File: config.mk
export PLATFORM = sky130hd
export DESIGN_NAME = first_counter
export DESIGN_NICKNAME = d
export VERILOG_FILES = /design/src/rtl/counter_pkg.sv /design/src/rtl/counter_wrap_detect.sv /design/src/rtl/first_counter.sv
export SDC_FILE = /design/constraint.sdc
export NUM_CORES = 1
export LEC_CHECK = 0
export ABC_CLOCK_PERIOD_IN_PS = 1200
export CAP_MARGIN = 20
export CORE_AREA = 2 2 39 41
export CTS_CLUSTER_SIZE = 8
export DETAILED_ROUTE_END_ITERATION = 7
export DIE_AREA = 0 0 41 43
export GPL_TIMING_DRIVEN = 0
export PLACE_DENSITY = 0.45
export SLEW_MARGIN = 25
export SYNTH_ARGS = -nofsm -noshare
export SYNTH_HDL_FRONTEND = slang
export SYNTH_HIERARCHICAL = 1
export SYNTH_SLANG_ARGS = --single-unit
File: constraint.sdc
create_clock -name clk -period 1.2 [get_ports clk]
set_input_delay 0.12 -clock clk [delete_from_list [all_inputs] [get_ports clk]]
set_output_delay 0.12 -clock clk [all_outputs]
set_load 0.01 [all_outputs]
File: src/rtl/counter_pkg.sv
// -----------------------------------------------------------------------------
// counter_pkg
// Shared constants for the first_counter block and its helpers.
//   COUNTER_WIDTH : default counter width (4 bits)
//   COUNT_MAX     : terminal count for the default width (2^WIDTH-1)
//   count_max()   : terminal count for an arbitrary width in 1..32
// -----------------------------------------------------------------------------
package counter_pkg;

  localparam int unsigned COUNTER_WIDTH = 4;

  // Computed by shifting an all-ones word rather than evaluating 2**w-1,
  // so a width of 32 cannot overflow 32-bit integer arithmetic.
  function automatic logic [31:0] count_max(input int unsigned w);
    return 32'hFFFF_FFFF >> (32 - w);
  endfunction

  localparam logic [31:0] COUNT_MAX = count_max(COUNTER_WIDTH);

endpackage : counter_pkg

File: src/rtl/counter_wrap_detect.sv
// -----------------------------------------------------------------------------
// counter_wrap_detect
// Combinational wrap detector. It asserts a pulse when an enabled increment
// would take an up-counter from its terminal value back to zero.
// Ports:
//   i_count  [WIDTH-1:0] : current counter value
//   i_enable             : increment enable for this cycle
//   o_wrap               : 1 when i_enable=1 and i_count == 2^WIDTH-1
// -----------------------------------------------------------------------------
module counter_wrap_detect
  import counter_pkg::*;
#(
  parameter int unsigned WIDTH = COUNTER_WIDTH
) (
  input  logic [WIDTH-1:0] i_count,
  input  logic             i_enable,
  output logic             o_wrap
);

  logic w_at_max;

  // The terminal value is all ones, so a reduction-AND is enough.
  assign w_at_max = &i_count;
  assign o_wrap   = i_enable & w_at_max;

endmodule : counter_wrap_detect

File: src/rtl/first_counter.sv
// -----------------------------------------------------------------------------
// first_counter
// Free-running up-counter with a synchronous enable and a sticky overflow
// flag. The counter wraps modulo 2^WIDTH. The flag sets on the first wrap and
// stays set until the next reset. Both outputs come directly from registers,
// so no combinational path runs from an input to an output.
// Ports:
//   clk                      : system clock, rising edge active
//   reset                    : synchronous, active-high reset (dominates enable)
//   enable                   : count enable, sampled on the rising edge
//   counter_out [WIDTH-1:0]  : current count value
//   overflow_out             : sticky overflow flag
// Parameter:
//   WIDTH : counter width, legal range 1..32
// -----------------------------------------------------------------------------
module first_counter
  import counter_pkg::*;
#(
  parameter int unsigned WIDTH = COUNTER_WIDTH
) (
  input  logic             clk,
  input  logic             reset,
  input  logic             enable,
  output logic [WIDTH-1:0] counter_out,
  output logic             overflow_out
);

  logic [WIDTH-1:0] r_count;
  logic             r_overflow;
  logic             w_wrap;

  counter_wrap_detect #(
    .WIDTH (WIDTH)
  ) u_wrap_detect (
    .i_count  (r_count),
    .i_enable (enable),
    .o_wrap   (w_wrap)
  );

  // Register stage: the count and the sticky flag update together. Reset
  // takes priority, so a wrap on the same edge as reset leaves the flag clear.
  always_ff @(posedge clk) begin
    if (reset) begin
      r_count    <= '0;
      r_overflow <= 1'b0;
    end else begin
      if (enable) begin
        r_count <= r_count + WIDTH'(1);
      end
      if (w_wrap) begin
        r_overflow <= 1'b1;
      end
    end
  end

  assign counter_out  = r_count;
  assign overflow_out = r_overflow;

endmodule : first_counter

==> out/results.md <==
| Parameter | Value | Unit |
|:---|:---|:---|
| Outcome | completed | - |
| Number of setup violations in the final report | 0 | - |
| Clock latency on the worst-skew pair | 0.23 | ns |
| Worst-case headroom to the max-slew limit | 82.4 | % |
| Largest cells by area after synthesis | sky130_fd_sc_hd__dfxtp_1 (46%), sky130_fd_sc_hd__nor2_1 (10%), sky130_fd_sc_hd__mux2_4 (6.9%), sky130_fd_sc_hd__ha_1 (5.7%), sky130_fd_sc_hd__nand4_2 (5.7%) | - |
| Power per Cell Area | 1260 | nW/um^2 |
| Violation count after the first detailed-route iteration | 1 | - |
| Number of detailed-route iterations in the first pass | 3 | - |
| Yosys warning total | 6 | - |
| Global routing usage summed across all routing layers | 5.53 | % |
| Unrepaired setup endpoints after global routing | false | - |
| Net Count, Synth | 26 | - |
| Internal power | 0.323 | mW |
| Unique cell type count in the Yosys netlist | 13 | - |
| Number of register bits inferred by synthesis | 5 | - |
| Leading cell type in the layout, fill and taps excluded | sky130_fd_sc_hd__nor2_1 | - |
| Per-cell via count in the routed design | 3.82 | - |
| Overall power | 0.417 | mW |
| TritonCTS clock tree | yes | - |
| Switching share of power | 22.5 | % |
| Total gr overflow | 0 | - |
| Number of instances in the synthesized netlist | 22 | - |
| ANT cells | 0 | - |
| Standard-cell row count | 14 | - |
| Switching component of the power | 0.0939 | mW |
| Post-route setup slack | 0.150 | ns |
| Sequential fraction of design power | 44.6 | % |
| Post-synthesis cell area | 219 | sq um |
| Fraction of layout cells with a size suffix above 1 | 21.2 | % |
| Die footprint | 1760 | sq um |
| Logic pwr share | 10.1 | % |
| Floorplan Core Area | 1380 | sq um |
| DRC | 0 | - |
| Max Slew Vio Count | 0 | - |
| Period utilisation layout | 87.5 | % |
| Chip Width | 41 | um |
| Detail-routed net length per standard cell | 8.71 | um |
| Synthesis-to-finish area growth | 50.9 | % |
| Worst setup EP type | register | - |
| Max-cap violation count | 0 | - |
| # nets final | 38 | - |
| Number of antenna violations at the first check in global routing | 0 | - |
| Total number of vias | 187 | - |
| Number of buffers created by CTS | 3 | - |
| Final Hold Violating Endpoints | 0 | - |
| Yosys top cell area share | 45.7 | % |
| Number of sinks driven by the clock tree | 5 | - |
| Clock share of power | 45.3 | % |
| Placer congestion estimate | 0.672 | - |
| Clock period minus worst slack | 1.05 | ns |
| Effective utilization at floorplan | 15.8 | % |
| Crit path DAT | 1.17 | ns |
| Worst setup SP type | input port | - |
| Count of filler cells inserted in the layout | 154 | - |
| WL final | 427 | um |
| Resize count post-CTS | 6 | - |
| Post-CTS Hold Fix Bufs | 0 | - |
| Clock tree buffer depth | 2 | - |
| Level count of the clock H-tree | 1 | - |
| Via count of the first global-routing pass | 161 | - |
| Critical Setup Path Class | input port to register | - |
| Post-detailed-placement cell area | 309 | sq um |
| Maximum fanout encountered on the critical timing path | 6 | - |
| Hold crit path type | register to register | - |
| Boundary Pins | 8 | - |
| Final standard cell area without fillers | 330 | sq um |
| Average cell area after synthesis | 9.95 | sq um |
| Actual transition at the worst max-transition pin | 0.263 | ns |
| Fmax achieved | 952 | MHz |
| First-pass GRT wire length | 621 | um |
| Post-route clock skew | 0.000747 | ns |
| Post-CTS repair timing setup buffer count | 0 | - |
| Input/output buffers | 7 | - |
| Pre-CTS worst setup slack | -0.0959 | ns |
| Maximum number of pins on one net before global-route repair | 7 | - |
| Buffer cell driving the clock tree root | sky130_fd_sc_hd__clkbuf_4 | - |
| WP data required | 1.32 | ns |
| Height of the die | 43 | um |
| Top library cells by usage in the layout, fill and taps aside | sky130_fd_sc_hd__nor2_1 (6), sky130_fd_sc_hd__dlygate4sd2_1 (5), sky130_fd_sc_hd__dfxtp_1 (4) | - |
| Worst IR Drop VDD | 0.404 | mV |
| Share of synthesized area occupied by flip-flops and latches | 45.7 | % |
| Cell depth of the worst hold path | 2 | - |
| Half-perimeter wire length after placement | 322 | um |
| Clock transition time at the flip-flop clock pins of the worst setup and hold paths | 0.04 | ns |
| Leak pwr | 0.158 | nW |
| R2r worst-path depth | 2 | - |
| Number of nets with antenna violations after routing | 0 | - |
| Largest area contributor in the netlist | sky130_fd_sc_hd__dfxtp_1 | - |
[area by class of cell]
cell class / count / area (sq um) / share of cell area, %
repair buffers: 7 / 63.8 / 19.3
well taps: 16 / 20.0 / 6.06
flip-flops and latches: 5 / 101 / 30.7
multi-input cells: 17 / 119 / 36.0
clock buffers: 4 / 26.3 / 7.95
[kinds of logic after synthesis]
kind of cell,count (synthesis),synth area share [%]
mux,2,11.4
simple gates,11,26.3
fa+ha+maj,1,5.71
flops,5,45.7
compound gates,2,6.86
xor+xnor,1,4.00
[critical path, cell delays in order]
cell and delay [ns]:
sky130_fd_sc_hd__clkdlybuf4s50_1 0.61, sky130_fd_sc_hd__nand4_2 0.13, sky130_fd_sc_hd__mux2_4 0.31
[worst paths after layout]
path / start / end / slack (ns)
worst max-delay path: enable / counter_out[3]$_SDFFE_PP0P_ / 0.15
worst min-delay path: overflow_out$_SDFFE_PP0P_ / overflow_out$_SDFFE_PP0P_ / 0.47
worst max register to register: counter_out[1]$_SDFFE_PP0P_ / counter_out[3]$_SDFFE_PP0P_ / 0.25
worst min register to register: overflow_out$_SDFFE_PP0P_ / overflow_out$_SDFFE_PP0P_ / 0.47
[Yosys cell counts]
cell type / instances
sky130_fd_sc_hd__xnor2_1: 1
sky130_fd_sc_hd__dfxtp_1: 5
sky130_fd_sc_hd__nand4_2: 1
sky130_fd_sc_hd__a21bo_2: 1
sky130_fd_sc_hd__nor2_1: 6
sky130_fd_sc_hd__mux2i_1: 1
sky130_fd_sc_hd__nand2_1: 1
sky130_fd_sc_hd__a21oi_1: 1
sky130_fd_sc_hd__nor2b_1: 1
sky130_fd_sc_hd__ha_1: 1
sky130_fd_sc_hd__nand3b_1: 1
sky130_fd_sc_hd__nand3_1: 1
sky130_fd_sc_hd__mux2_4: 1
[per-layer routing]
metal	part of all wire [%]	global-route usage (%)	vias to the layer above
met5	0	0	-
met4	0	2.00	0
met3	11	4.71	0
met2	40	6.88	8
met1	49	6.80	82
li1	-	-	97
[registers in the layout, summed over array words and instances, names as in the netlist]
| register | count |
|---|---|
| overflow_out | 1 |
| counter_out | 4 |
[stage by stage]
| step | hold WS [ns] | util (%) | std cells | setup TNS, ns |
|---|---|---|---|---|
| 2_1_floorplan | 0.189 | - | 22 | 0 |
| 6_report | 0.471 | 23.9 | 49 | 0 |
| 5_1_grt | 0.485 | 23.9 | 49 | 0 |
| 3_5_place_dp | 0.465 | 22.3 | 45 | -0.0959 |
| 3_3_place_gp | 0.460 | 22.3 | 45 | -0.0912 |
| 4_1_cts | 0.471 | 23.9 | 49 | 0 |
[power by group through the flow]
stage | combinational, mW | clock [mW] | sequential (mW)
global route | 0.0446 | 0.210 | 0.187
floorplan | 0.0158 | 0 | 0.190
CTS | 0.0430 | 0.198 | 0.186
global placement | 0.0465 | 0 | 0.188
finish | 0.0423 | 0.189 | 0.186
detailed placement | 0.0473 | 0 | 0.188
Note: power is estimated with default switching activity, not from simulation.
